### src/rtl/io_stream_buf_if.sv
// Stream buffer bus: sampled source side plus consumer pop side.
// The buffer takes the slave modport, the driver the master modport.
interface io_stream_buf_if #(
    parameter int WIDTH = 16,
    parameter int DEPTH = 128,
    parameter int DIVW  = 16
);
    localparam int LW = $clog2(DEPTH) + 1;

    logic             en;
    logic [WIDTH-1:0] in;
    logic [DIVW-1:0]  clkdiv;
    logic             outclk;
    logic             readdone;
    logic [WIDTH-1:0] out;
    logic             toread;
    logic [LW-1:0]    level;
    logic             afull;
    logic [15:0]      drops;
    logic             clr_drops;

    modport master (
        output en, in, clkdiv, readdone, clr_drops,
        input  outclk, out, toread, level, afull, drops
    );

    modport slave (
        input  en, in, clkdiv, readdone, clr_drops,
        output outclk, out, toread, level, afull, drops
    );
endinterface

### src/rtl/io_stream_buf.sv
// Divided-rate input sampler feeding an oldest-first FIFO, drained by
// an edge-triggered readdone handshake, with level/afull/drop reporting.
module io_stream_buf #(
    parameter int WIDTH = 16,
    parameter int DEPTH = 128,
    parameter int DIVW  = 16,
    parameter int AFULL = 112
) (
    input logic            clk,
    input logic            rst,
    io_stream_buf_if.slave bus
);
    localparam int AW = $clog2(DEPTH);
    localparam int LW = AW + 1;

    logic [WIDTH-1:0] mem [DEPTH];
    logic [DIVW-1:0]  cnt;
    logic             outclk_q;
    logic [WIDTH-1:0] out_q;
    logic [AW-1:0]    rd_ptr;
    logic [AW-1:0]    wr_ptr;
    logic [LW-1:0]    level;
    logic [15:0]      drops;
    logic             rd_q;

    logic tick;
    logic req;
    logic pop;
    logic full;
    logic push;
    logic drop;

    assign tick = bus.en && (cnt == bus.clkdiv);
    assign req  = bus.readdone && !rd_q;
    assign pop  = req && (level != '0);
    assign full = (level == LW'(DEPTH));
    // A pop in the same cycle frees the slot a full FIFO needs.
    assign push = tick && (!full || pop);
    assign drop = tick && full && !pop;

    always_ff @(posedge clk) begin
        if (!rst && push)
            mem[wr_ptr] <= bus.in;
    end

    always_ff @(posedge clk) begin
        if (rst) begin
            cnt      <= '0;
            outclk_q <= 1'b0;
            out_q    <= '0;
            rd_ptr   <= '0;
            wr_ptr   <= '0;
            level    <= '0;
            drops    <= '0;
            rd_q     <= 1'b0;
        end else begin
            rd_q <= bus.readdone;
            if (!bus.en)
                cnt <= '0;
            else if (tick)
                cnt <= '0;
            else
                cnt <= cnt + DIVW'(1);
            if (tick)
                outclk_q <= ~outclk_q;
            if (pop) begin
                out_q  <= mem[rd_ptr];
                rd_ptr <= rd_ptr + AW'(1);
            end
            if (push)
                wr_ptr <= wr_ptr + AW'(1);
            if (push && !pop)
                level <= level + LW'(1);
            else if (pop && !push)
                level <= level - LW'(1);
            if (bus.clr_drops)
                drops <= '0;
            else if (drop && drops != 16'hFFFF)
                drops <= drops + 16'd1;
        end
    end

    assign bus.outclk = outclk_q;
    assign bus.out    = out_q;
    assign bus.toread = (level != '0);
    assign bus.level  = level;
    assign bus.afull  = (level >= LW'(AFULL));
    assign bus.drops  = drops;
endmodule

### src/flat_wrapper.sv
// flat-port wrapper written by rule: the top's interface ports become plain ports
module io_stream_buf_flat 
#(
    parameter int WIDTH = 16,
    parameter int DEPTH = 128,
    parameter int DIVW  = 16,
    parameter int AFULL = 112
)
  (clk, rst, bus_en, bus_in, bus_clkdiv, bus_readdone, bus_clr_drops, bus_outclk, bus_out, bus_toread, bus_level, bus_afull, bus_drops);
  io_stream_buf_if #(.WIDTH(WIDTH), .DEPTH(DEPTH), .DIVW(DIVW)) bus_i ();
  input logic clk;
  input logic rst;
  input wire logic [$bits(bus_i.en)-1:0] bus_en;
  input wire logic [$bits(bus_i.in)-1:0] bus_in;
  input wire logic [$bits(bus_i.clkdiv)-1:0] bus_clkdiv;
  input wire logic [$bits(bus_i.readdone)-1:0] bus_readdone;
  input wire logic [$bits(bus_i.clr_drops)-1:0] bus_clr_drops;
  output wire logic [$bits(bus_i.outclk)-1:0] bus_outclk;
  output wire logic [$bits(bus_i.out)-1:0] bus_out;
  output wire logic [$bits(bus_i.toread)-1:0] bus_toread;
  output wire logic [$bits(bus_i.level)-1:0] bus_level;
  output wire logic [$bits(bus_i.afull)-1:0] bus_afull;
  output wire logic [$bits(bus_i.drops)-1:0] bus_drops;
  assign bus_i.en = bus_en;
  assign bus_i.in = bus_in;
  assign bus_i.clkdiv = bus_clkdiv;
  assign bus_i.readdone = bus_readdone;
  assign bus_i.clr_drops = bus_clr_drops;
  assign bus_outclk = bus_i.outclk;
  assign bus_out = bus_i.out;
  assign bus_toread = bus_i.toread;
  assign bus_level = bus_i.level;
  assign bus_afull = bus_i.afull;
  assign bus_drops = bus_i.drops;
  io_stream_buf #(.WIDTH(WIDTH), .DEPTH(DEPTH), .DIVW(DIVW), .AFULL(AFULL)) u_core (.clk(clk), .rst(rst), .bus(bus_i));
endmodule
### config.mk
export PLATFORM = sky130hd
export DESIGN_NAME = io_stream_buf_flat
export DESIGN_NICKNAME = d
export VERILOG_FILES = /design/src/rtl/io_stream_buf_if.sv /design/src/rtl/io_stream_buf.sv /design/src/flat_wrapper.sv
export SDC_FILE = /design/constraint.sdc
export NUM_CORES = 2
export LEC_CHECK = 0
export BUFFER_PORTS_ARGS = -buffer_cell sky130_fd_sc_hd__buf_2
export CORE_ASPECT_RATIO = 0.6
export CORE_MARGIN = 2
export CORE_UTILIZATION = 45
export DETAILED_ROUTE_END_ITERATION = 6
export GPL_ROUTABILITY_DRIVEN = 0
export GPL_TIMING_DRIVEN = 1
export PLACE_DENSITY = 0.7
export REMOVE_ABC_BUFFERS = 1
export SETUP_SLACK_MARGIN = 0.3
export SLEW_MARGIN = 20
export SYNTH_ARGS = -nofsm -noshare
export SYNTH_HDL_FRONTEND = slang
export SYNTH_SLANG_ARGS = --single-unit
### constraint.sdc
create_clock -name clk -period 10.4 [get_ports clk]
set_input_delay 2.6 -clock clk [delete_from_list [all_inputs] [get_ports clk]]
set_output_delay 2.6 -clock clk [all_outputs]
set_load 0.005 [all_outputs]
==> flow_metrics.env <==
export IMPL_outcome="completed"
export IMPL_cp_end_kind="flop"
export IMPL_yosysTopAreaCell="edfxtp_1"
export IMPL_hold_buffers=0
export IMPL_ir_worst_vdd_mv=0.189
export IMPL_start_util_pct=45.4
export IMPL_tightest_slew_ns=1.38
export IMPL_cts_buffers=192
export IMPL_finalSetupViolCount=0
export IMPL_ys_ff_latch=2120
export IMPL_placed_cells=6551
export IMPL_clkTransAtPathRegs_ns=0.06
export IMPL_io_pins=80
export IMPL_post_cts_buffers=0
export IMPL_antenna_diode_count=0
export IMPL_yosysWarnings=0
export IMPL_seq_area_frac_synth_pct=76.1
export IMPL_yosys_top_cells_area="edfxtp_1 (74%), mux4_2 (12%), mux2i_1 (2.6%)"
export IMPL_hp_class="flop to flop"
export IMPL_avgSynthCellArea_um2=20.4
export IMPL_r2r_slack_ns=4.89
export IMPL_syn_instance_count=4044
export IMPL_wirelength_um=218000
export IMPL_numPortBuffers=79
export IMPL_hold_violations=0
export IMPL_cts_tree="yes"
export IMPL_worstSetupPathType="input pin to flop"
export IMPL_synth_edf_count=2048
export IMPL_fin_area_mm2=0.0928
export IMPL_core_area_mm2=0.182
export IMPL_period_share_pct=58.9
export IMPL_grt_pass1_wl_um=308000
export IMPL_rows=121
export IMPL_layout_cells_non_filler=6890
export IMPL_rsz0062_at_grt="no"
export IMPL_synth_async_reset_ratio_pct=0
export IMPL_firstDrtPassIters=6
export IMPL_dr_first_iter_drc_count=6964
export IMPL_die_area_mm2=0.187
export IMPL_clk_path_buf_depth=4
export IMPL_critPathArrivalTime_ns=6.56
export IMPL_grt_pass1_vias=40421
export IMPL_drive_above_1_share_pct=24.7
export IMPL_drv_slew=0
export IMPL_cp_data_required_time_ns=10.83
export IMPL_synth_top_area_share_pct=74.4
export IMPL_skew_ns=0.0821
export IMPL_grt_max_degree=110
export IMPL_nFillCells=14241
export IMPL_fin_ws_ns=4.28
export IMPL_ctsHtreeMaxLevel=4
export IMPL_cap_violations=0
export IMPL_die_y_um=336
export IMPL_fmax_ghz=0.163
export IMPL_area_delta_synth_final_pct=12.2
export IMPL_clkLatencyLatePin_ns=0.86
export IMPL_cp_max_fo=16
export IMPL_hold_path_startpoint="u_core.cnt[0]"
export IMPL_start_kind="input pin"
export IMPL_leakagePower_nw=27.9
export IMPL_overflow=0
export IMPL_drc=0
export IMPL_regToRegStartpoint="u_core.rd_ptr[0]"
export IMPL_fp_dieW_um=557
export IMPL_grt_use_total_pct=23.1
export IMPL_syn_cell_area_mm2=0.0827
export IMPL_fin_util_pct=51.0
export IMPL_totalPowerFinal_w=0.0200
export IMPL_cts_resized=0
export IMPL_crit_path_start="bus_clkdiv[5]"
export IMPL_dominantRegCellSynth="edfxtp_1"
export IMPL_vias=42862
export IMPL_clock_sinks=2120
export IMPL_max_slew_margin_pct=8.05
export IMPL_dp_hpwl_um=134000
export IMPL_viasPerCell=6.22
export IMPL_post_place_ws_ns=3.57
export IMPL_cts_root_buf="clkbuf_16"
export IMPL_nNetsFinal=4335
export IMPL_ant_nets=0
export IMPL_postPlaceCellArea_mm2=0.0866
export IMPL_powerDensity_mw_per_mm2=216
export IMPL_fin_crit_ns=6.12
export IMPL_drt_wirelength_per_cell_um=31.6
export IMPL_antenna_found_initial=13
export IMPL_ys_types=65
==> state kept, by name, summed over array words and instances (netlist names) <==
name and cells:
u_core.wr_ptr 7, u_core.bus.out 16, u_core.rd_q 1, u_core.cnt 16
u_core.mem 2048, u_core.bus.level 8, u_core.rd_ptr 7, u_core.bus.drops 16
u_core.bus.outclk 1
==> synth_stat cells, types with 7 or more instances <==
| library cell | count |
|---|---|
| a2111oi_0 | 25 |
| a211oi_1 | 27 |
| a21boi_0 | 26 |
| a21oi_1 | 71 |
| a221oi_1 | 31 |
| a22oi_1 | 30 |
| a31oi_1 | 7 |
| and2_1 | 7 |
| buf_1 | 34 |
| buf_2 | 47 |
| buf_4 | 32 |
| buf_6 | 23 |
| clkbuf_1 | 90 |
| dfxtp_1 | 72 |
| edfxtp_1 | 2048 |
| ha_1 | 12 |
| inv_1 | 8 |
| mux2_2 | 81 |
| mux2i_1 | 216 |
| mux4_2 | 436 |
| nand2_1 | 73 |
| nand2b_1 | 13 |
| nand3_1 | 30 |
| nand4_1 | 13 |
| nor2_1 | 265 |
| nor2b_1 | 22 |
| nor3_1 | 38 |
| nor4_1 | 14 |
| o21ai_0 | 58 |
| o221ai_1 | 30 |
| o22ai_1 | 25 |
| xnor2_1 | 24 |
| xor2_1 | 29 |
==> layout make-up <==
class	instances	area, um^2	area share, %
clock buffers	241	5060	5.46
multi-input cells	1689	18600	20.1
inverters	8	30.0	0.0324
clock inverters	98	1060	1.15
flip-flops and latches	2120	63000	67.9
repair buffers	274	1960	2.12
well taps	2460	3080	3.32
==> final timing paths <==
path / endpoint / depth (start not counted)
setup reg to reg: u_core.bus.out[13] / 8
hold reg to reg: u_core.cnt[0] / 1
setup / recovery: u_core.mem[53][7] / 9
hold / removal: u_core.cnt[0] / 1
==> kinds of logic (layout without fill, tap and decap cells) <==
family / count (synthesis) / in the layout / share of synthesized area (%)
flip-flops: 2120 / 2120 / 76.1
multiplexers: 733 / 733 / 15.6
AND/OR/NAND/NOR: 513 / 513 / 2.84
AO/OA/AOI/OAI: 377 / 377 / 3.19
buffers and inverters: 235 / 621 / 1.51
XOR/XNOR: 53 / 53 / 0.561
adder cells (fa/ha/maj): 13 / 13 / 0.206
==> power by group <==
group          leakage, nW  switching [W]  internal (W)
logic                 5.95        0.00195       0.00149
registers             19.0       0.000105       0.00939
clock network         2.96        0.00309       0.00399
==> per-stage QoR <==
stage	hold slack, ns	TNS (ns)
global placement	0.477	0
detailed placement	0.483	0
global route	0.523	0
CTS	0.498	0
finish	0.491	0
floorplan	0.449	-379.48
==> critical path, stage by stage <==
cell	delay (ns)
buf_2	0.10
xor2_1	0.16
nor4_1	0.35
nand2_1	0.18
nor4b_4	0.86
and3b_1	0.37
nand3b_1	0.66
buf_4	0.52
nor2_2	0.72
==> layer usage <==
metal | GRT usage (%) | vias up | routed length (um)
met5 | 0 | - | 77
met4 | 4.80 | 12 | 4580
met3 | 8.95 | 331 | 33300
met2 | 30.6 | 2988 | 89100
met1 | 35.8 | 22342 | 90900
li1 | - | 17189 | -
==> layout by cell type, fill, tap and decap left out, types with 8 or more instances in the layout <==
cell type   netlist  routed
a22oi_1          30      30
buf_2            47      63
xor2_1           29      29
clkbuf_1         90      45
edfxtp_1       2048    2048
nand3_1          30      30
a221oi_1         31      31
mux2i_1         216     216
nand4_1          13      13
a21boi_0         26      26
nor2_2            0      17
xnor2_1          24      24
nor4_1           14      14
a2111oi_0        25      20
nor2b_1          22      21
nor2_1          265     248
a211oi_1         27      25
a21oi_1          71      71
nor3_1           38      38
mux4_2          436     436
clkinv_2          0      21
o21ai_0          58      58
ha_1             12      12
buf_4            32     206
clkbuf_16         0     195
clkinv_1          0      37
inv_1             8       8
bufinv_16         0      22
nand2_1          73      72
o22ai_1          25      25
clkinvlp_4        0       9
nand2b_1         13      12
o221ai_1         30      30
dfxtp_1          72      66
mux2_2           81      81
Note: power is estimated with default switching activity, not from simulation.
